File: config.mk
export PLATFORM = sky130hd
export DESIGN_NAME = combo_lock_sequencer
export DESIGN_NICKNAME = d
export VERILOG_FILES = /design/src/rtl/combo_lock_sequencer.sv
export SDC_FILE = /design/constraint.sdc
export NUM_CORES = 1
export LEC_CHECK = 0
export BUFFER_PORTS_ARGS = -buffer_cell sky130_fd_sc_hd__clkbuf_2
export CAP_MARGIN = 10
export CORE_MARGIN = 8
export CORE_UTILIZATION = 60
export CTS_BUF_LIST = sky130_fd_sc_hd__clkbuf_8
export CTS_CLUSTER_DIAMETER = 100
export DETAILED_ROUTE_END_ITERATION = 6
export PLACE_DENSITY = 0.93
export SYNTH_ARGS = -nofsm -noshare
export SYNTH_HDL_FRONTEND = slang
export SYNTH_SLANG_ARGS = --single-unit
export TNS_END_PERCENT = 30
File: constraint.sdc
create_clock -name clock -period 3.7 [get_ports clock]
set_input_delay 0.37 -clock clock [delete_from_list [all_inputs] [get_ports clock]]
set_output_delay 0.37 -clock clock [all_outputs]
set_load 0.02 [all_outputs]
File: src/rtl/combo_lock_sequencer.sv
`default_nettype none
// ---------------------------------------------------------------------------
// Module  : combo_lock_sequencer
// Purpose : Captures three debounced {a,b} digit pairs, drives the display
//           write port, checks the code and enforces a timed lockout.
// Rev     : 1.0  initial release
// ---------------------------------------------------------------------------
module combo_lock_sequencer #(
  parameter logic [7:0] CODE0          = 8'h28,
  parameter logic [7:0] CODE1          = 8'h19,
  parameter logic [7:0] CODE2          = 8'h96,
  parameter int         MAX_FAILS      = 3,
  parameter int         LOCKOUT_CYCLES = 50000000,
  parameter int         TMR_W          = 26
) (
  input  logic       clock,
  input  logic       reset,
  input  logic [3:0] a,
  input  logic [3:0] b,
  input  logic       enter,
  input  logic       clear,
  output logic       disp_we,
  output logic [1:0] disp_sel,
  output logic [7:0] disp_data,
  output logic       disp_clr,
  output logic [1:0] step,
  output logic       unlocked,
  output logic       error,
  output logic       locked_out,
  output logic [1:0] fail_count
);

  typedef enum logic [1:0] {
    S_ENTRY   = 2'd0,
    S_CHECK   = 2'd1,
    S_OPEN    = 2'd2,
    S_LOCKOUT = 2'd3
  } state_t;

  localparam logic [TMR_W-1:0] TMR_LOAD  = TMR_W'(LOCKOUT_CYCLES - 1);
  localparam logic [1:0]       FAILS_MAX = 2'(MAX_FAILS);

  state_t           state_q, state_d;
  logic [1:0]       step_q, step_d;
  logic             match_q, match_d;
  logic [1:0]       fail_q, fail_d;
  logic [TMR_W-1:0] timer_q, timer_d;
  logic             enter_q, clear_q;
  logic             we_q, we_d;
  logic [1:0]       sel_q, sel_d;
  logic [7:0]       data_q, data_d;
  logic             clr_q, clr_d;
  logic             error_q, error_d;
  logic             unlocked_q, locked_q;

  logic       press, clr_ev;
  logic [7:0] pair, code;
  logic [1:0] fail_inc;

  always_comb begin
    press    = enter & ~enter_q;
    clr_ev   = clear & ~clear_q;
    pair     = {a, b};
    fail_inc = (fail_q == FAILS_MAX) ? fail_q : fail_q + 2'd1;
    case (step_q)
      2'd0:    code = CODE0;
      2'd1:    code = CODE1;
      default: code = CODE2;
    endcase

    state_d = state_q;
    step_d  = step_q;
    match_d = match_q;
    fail_d  = fail_q;
    timer_d = timer_q;
    we_d    = 1'b0;
    sel_d   = sel_q;
    data_d  = data_q;
    clr_d   = 1'b0;
    error_d = 1'b0;

    case (state_q)
      S_ENTRY: begin
        // An abort takes priority; a pair pressed in the same cycle is dropped.
        if (clr_ev) begin
          step_d  = 2'd0;
          match_d = 1'b1;
          clr_d   = 1'b1;
        end else if (press) begin
          we_d    = 1'b1;
          sel_d   = step_q;
          data_d  = pair;
          match_d = match_q & (pair == code);
          if (step_q == 2'd2) state_d = S_CHECK;
          else                step_d  = step_q + 2'd1;
        end
      end
      S_CHECK: begin
        step_d  = 2'd0;
        match_d = 1'b1;
        if (match_q) begin
          state_d = S_OPEN;
          fail_d  = 2'd0;
        end else begin
          error_d = 1'b1;
          fail_d  = fail_inc;
          if (fail_inc == FAILS_MAX) begin
            state_d = S_LOCKOUT;
            timer_d = TMR_LOAD;
          end else begin
            state_d = S_ENTRY;
            clr_d   = 1'b1;
          end
        end
      end
      S_OPEN: begin
        if (clr_ev) begin
          state_d = S_ENTRY;
          clr_d   = 1'b1;
        end
      end
      default: begin
        if (timer_q == '0) begin
          state_d = S_ENTRY;
          fail_d  = 2'd0;
          clr_d   = 1'b1;
        end else begin
          timer_d = timer_q - TMR_W'(1);
        end
      end
    endcase
  end

  always_ff @(posedge clock or negedge reset) begin
    if (!reset) begin
      state_q    <= S_ENTRY;
      step_q     <= 2'd0;
      match_q    <= 1'b1;
      fail_q     <= 2'd0;
      timer_q    <= '0;
      enter_q    <= 1'b0;
      clear_q    <= 1'b0;
      we_q       <= 1'b0;
      sel_q      <= 2'd0;
      data_q     <= 8'd0;
      clr_q      <= 1'b0;
      error_q    <= 1'b0;
      unlocked_q <= 1'b0;
      locked_q   <= 1'b0;
    end else begin
      state_q    <= state_d;
      step_q     <= step_d;
      match_q    <= match_d;
      fail_q     <= fail_d;
      timer_q    <= timer_d;
      enter_q    <= enter;
      clear_q    <= clear;
      we_q       <= we_d;
      sel_q      <= sel_d;
      data_q     <= data_d;
      clr_q      <= clr_d;
      error_q    <= error_d;
      unlocked_q <= (state_d == S_OPEN);
      locked_q   <= (state_d == S_LOCKOUT);
    end
  end

  assign disp_we    = we_q;
  assign disp_sel   = sel_q;
  assign disp_data  = data_q;
  assign disp_clr   = clr_q;
  assign step       = step_q;
  assign unlocked   = unlocked_q;
  assign error      = error_q;
  assign locked_out = locked_q;
  assign fail_count = fail_q;

endmodule
`default_nettype wire

# Word level (Yosys, flattened, before mapping)

Cells that the tools add are included.

Register bits after elaboration: 50
Input port bits: 12
Output and inout port bits: 19

$add $sub $neg: 3
Equal/unequal tests: 14
Muxes and demuxes: 34
Bitwise logic cells: 7
Reductions and logical operators: 11

Operator list:

| kind                                                | count |
|---|---|
| two-way mux 26 bit                                  | 3 |
| one-hot mux 26 bit (2 select lines)                 | 1 |
| zero test 26 bit                                    | 1 |
| two-way mux 2 bit                                   | 13 |
| subtractor 26 x 1 -> 26 bit, second input constant  | 1 |
| one-hot mux 8 bit (2 select lines)                  | 1 |
| equality test 2 bit, second input constant          | 6 |
| two-way mux 1 bit                                   | 11 |
| equality test 8 bit                                 | 1 |
| one-hot mux 2 bit (2 select lines)                  | 2 |
| != test 3 bit, second input constant                | 2 |
| one-hot mux 2 bit (3 select lines)                  | 1 |
| AND reduction 3 bit                                 | 2 |
| adder 2 x 1 -> 2 bit, second input constant         | 2 |
| equality test 2 x 1 -> 1 bit, second input constant | 2 |
| zero test 2 bit                                     | 2 |
| != test 2 bit, second input constant                | 2 |
| NOT 1 bit                                           | 4 |
| one-hot mux 1 bit (2 select lines)                  | 2 |
| AND reduction 2 bit                                 | 2 |
| AND reduction 4 bit                                 | 1 |
| nonzero test 2 bit                                  | 2 |
| bitwise AND 1 bit                                   | 3 |
| != test 2 x 1 -> 1 bit, second input constant       | 1 |
| OR reduction 2 bit                                  | 1 |

# Depth between registers and ports, before layout

Depth after elaboration: 7
Depth in mapped cells: 9
Gate-level depth less buffers: 8

# Least setup slack after synthesis

No wires, ideal clock.

Kind: register -> register
From: register timer_q[0]
To: register timer_q[21]
Arrival time: 2,283 ps
Required time: 3,568 ps
Setup slack: 1,286 ps
Cell stages (with the launch flop): 9
Cells stage by stage: dfrtp_1 -> inv_1 -> ha_1 -> or3b_2 -> or4_4 -> o21ai_4 -> buf_6 -> nor3_1 -> or3b_1

Word-level cells in the longest chain between the ends: 3
Elaborated cells between the ends (all ways): 6

RTL lines:

| element                                                                    | line     | text |
|---|---|---|
| start, declared                                                            | 47       | `logic [TMR_W-1:0] timer_q, timer_d;` |
| start signal, assigned                                                     | 155      | `timer_q <= timer_d;` |
| subtractor 26 x 1 -> 26 bit or zero test 26 bit (tied branches)            | 128, 123 |  |
| two-way mux 26 bit or != test 2 x 1 -> 1 bit (tied branches)               | n/a      |  |
| one-hot mux 26 bit (2 select lines) or AND reduction 4 bit (tied branches) | n/a      |  |

Several ways; a longest one is shown, not always the timed one. The select of a mux whose other input is x is not followed.
A chain may end at the register's enable or synchronous reset.

# Final worst setup path

From: register timer_q[0]
To: register timer_q[25]

The elaborated chain is that of the path after synthesis.

==> summary.txt <==
Logic synthesis
  • Ys flop type: dfrtp_1
  • Async SR Flop Fraction: 100%
  • Post-synth net total: roughly 270
  • Distinct cell type count after synthesis: 54
  • Syn Area/Cell: roughly 10 µm²
  • Post-synthesis sequential area ratio: between 40% and 50%
  • Cells after Synth: between 200 and 250
  • Synth warn: 0
  • Top cells by area, synth: dfrtp_1 48%, mux2_2 4.4%, a21oi_1 3.5%
  • Area leader, netlist: dfrtp_1
  • Synthesized area: around 0.0026 mm²
  • Synth top area share: roughly 48%
  • Seq cells post-synth: 50
  • Number of enable flip-flop cells after synthesis: 0

Routing
  • TritonRoute pass-1 iters: 5
  • Final WL: 5900 µm
  • DR iter-0 viols: 266
  • DR DRC count: 0
  • Post-detailed-route count of antenna-violating nets: 0
  • Routed len/inst: 17.9 µm
  • Vias per cell: approximately 6.4
  • Vias: roughly 2100

Timing
  • Max-slew violation total from the final report: 0
  • Endpoints failing setup: 0
  • Slew @ Worst Pin: 0.767 ns
  • Highest Clock Rate: around 380 MHz
  • Final Hold Viols: 0
  • Setup TNS: 0 ns
  • Fin Clk Skew: roughly 0.0055 ns
  • Unrepaired setup endpoints after global routing: no
  • Min Tclk post-route: between 2 and 3 ns
  • Final Cycle Share: 71.4%
  • Relative slew margins: roughly 48%

CTS
  • TritonCTS clock tree: built
  • Number of post-CTS setup repair buffers: 0
  • H-tree Lvls: 2
  • Clk buf depth: 2
  • CTS resizes: 0
  • Clk Tree Root Cell: clkbuf_8
  • Clock-pin transition on the worst setup and hold timing paths: ~0.09 ns
  • TritonCTS sink count: 50
  • Clk_lat worst skew: about 0.3 ns
  • CTS Buf Count: 5
  • Hold-fix buffers, CTS: 0

Power
  • PD cells: between 700 and 800 mW/mm²
  • VDD IR max: roughly 0.33 mV
  • LEAKAGE: between 1 and 1.5 nW

Setup path
  • CP Launch Type: flip-flop
  • Worst EP required: 3.88 ns
  • Arr. time, crit path: ~2.8 ns
  • Critical path cell sequence: nor4_1, nand4_1, or4_1, o21ai_0, or3b_1
  • Bufs and invs on worst path: 0
  • CP max stage delay: around 0.66 ns
  • Critical Path Fanout Max: 9
  • Crit path depth: 5
  • CP max-delay cell: nor4_1
  • Crit. End Element: flip-flop
  • Crit-path leading delay family: simple AND/OR/NAND/NOR gates
  • Worst Path Class, Setup: flip-flop to flip-flop
  • Path depth of the worst reg2reg path: 5

Finish
  • Most common cell after layout, fill and taps aside: dfrtp_1
  • Synth-to-Final Area Change: 11.9%
  • Fraction of layout cells with a size suffix above 1: about 22%
  • Nets: slightly below 300
  • Antenna diodes: 0
  • Core Util, Final: 70.7%
  • Leading cell types in the layout, fill and taps excluded: 49 x dfrtp_1, 30 x clkbuf_2, 18 x a21oi_1, 14 x nor2_1, 13 x nand2_1

Global route
  • Total Routing Usage GR: a little under a fifth
  • Grt ovf: 0
  • Antenna violations before repair: 0
  • Vias in the first global route: about 2000
  • First-pass GRT wire length: just under 10000 µm
  • Largest net degree at the start of global routing: between 50 and 60

Floorplan
  • Starting Density: 63.2%
  • I/O pins: 31
  • Die area: 0.00662 mm²
  • Num rows: 23
  • Die width: a little over 80 µm
  • Height of the chip: 81.4 µm
  • Core area: 0.00406 mm²

Placement
  • RD Place Congestion: a little under 0.9
  • Number of buffers added on ports: 30
  • Dpl hpwl: between 4000 and 5000 µm

Run status
  • Status: complete, no violations

Worst hold path
  • Type of the most critical hold path: primary input to async pin

Job
  • MaxCap Viol Count: 0
==> where the power goes <==
group / internal [mW] / switching, mW / total (mW)
clock network: 0.189 / 0.173 / 0.362
logic: 0.325 / 0.479 / 0.803
registers: 0.721 / 0.176 / 0.897
total: 1.23 / 0.828 / 2.06
==> flip-flops by register name, indices dropped and copies added (netlist names), 2 cells and up <==
name	cells
disp_data	8
disp_sel	2
fail_count	2
state_q	2
step	2
timer_q	26
==> synthesized netlist by cell type (3+ instances only) <==
library cell	instances
ha_1	6
nand2b_1	4
clkbuf_1	6
a21oi_1	18
nand2_1	13
nand4_1	3
or4_4	3
nand3_1	7
nor2_1	14
and4_1	3
or3_1	9
o31ai_1	6
xnor2_1	5
mux2_2	10
o2111ai_1	4
dfrtp_1	49
nor4_1	8
inv_1	11
a211oi_1	4
or4_1	5
o21ai_0	11
nor3_1	5
xor2_1	3
==> metal layers <==
layer / part of all wire, % / vias up / global-route usage, %
met1: 44 / 1041 / 23.4
met5: 0 / - / 0
met3: 5.5 / 9 / 4.30
met4: 1.6 / 0 / 5.89
met2: 49 / 92 / 30.1
li1: - / 985 / -
==> area by class of cell <==
type	count	area (µm²)
inverter	12	45.0
fill	273	1190
clock buffer	8	110
multi-input combinational	178	1230
tap	50	62.6
sequential	50	1250
timing repair buffer	32	165
==> cell families after synthesis <==
family	share of synthesized area, %
flip-flops	48.8
adder cells (fa/ha/maj)	2.93
AND/OR/NAND/NOR	22.3
AO/OA/AOI/OAI	14.7
multiplexers	5.17
buffers and inverters	3.27
XOR/XNOR	2.73
==> stage by stage <==
step	total power, mW	hold WS, ns	setup slack (ns)	cells	instance area, µm²
2_1_floorplan	1.44	0.0744	1.29	248	2560
3_3_place_gp	1.64	0.489	1.20	322	2760
3_5_place_dp	1.69	0.497	1.12	322	2760
4_1_cts	2.06	0.187	1.10	330	2870
5_1_grt	2.20	0.183	0.863	330	2870
6_report	2.06	0.145	1.06	330	2870
==> path summary, 6_finish.rpt <==
kind	start	endpoint	slack (ns)
worst max register to register	timer_q[0]	timer_q[25]	1.06
max in group asynchronous	reset	timer_q[25]	3.13
min in group clock	enter	enter_q	0.19
worst min-delay path	reset	timer_q[12]	0.14
worst min register to register	disp_data[5]	disp_data[5]	0.52
worst max-delay path	timer_q[0]	timer_q[25]	1.06
No activity file was read; power rests on OpenSTA's default activity.
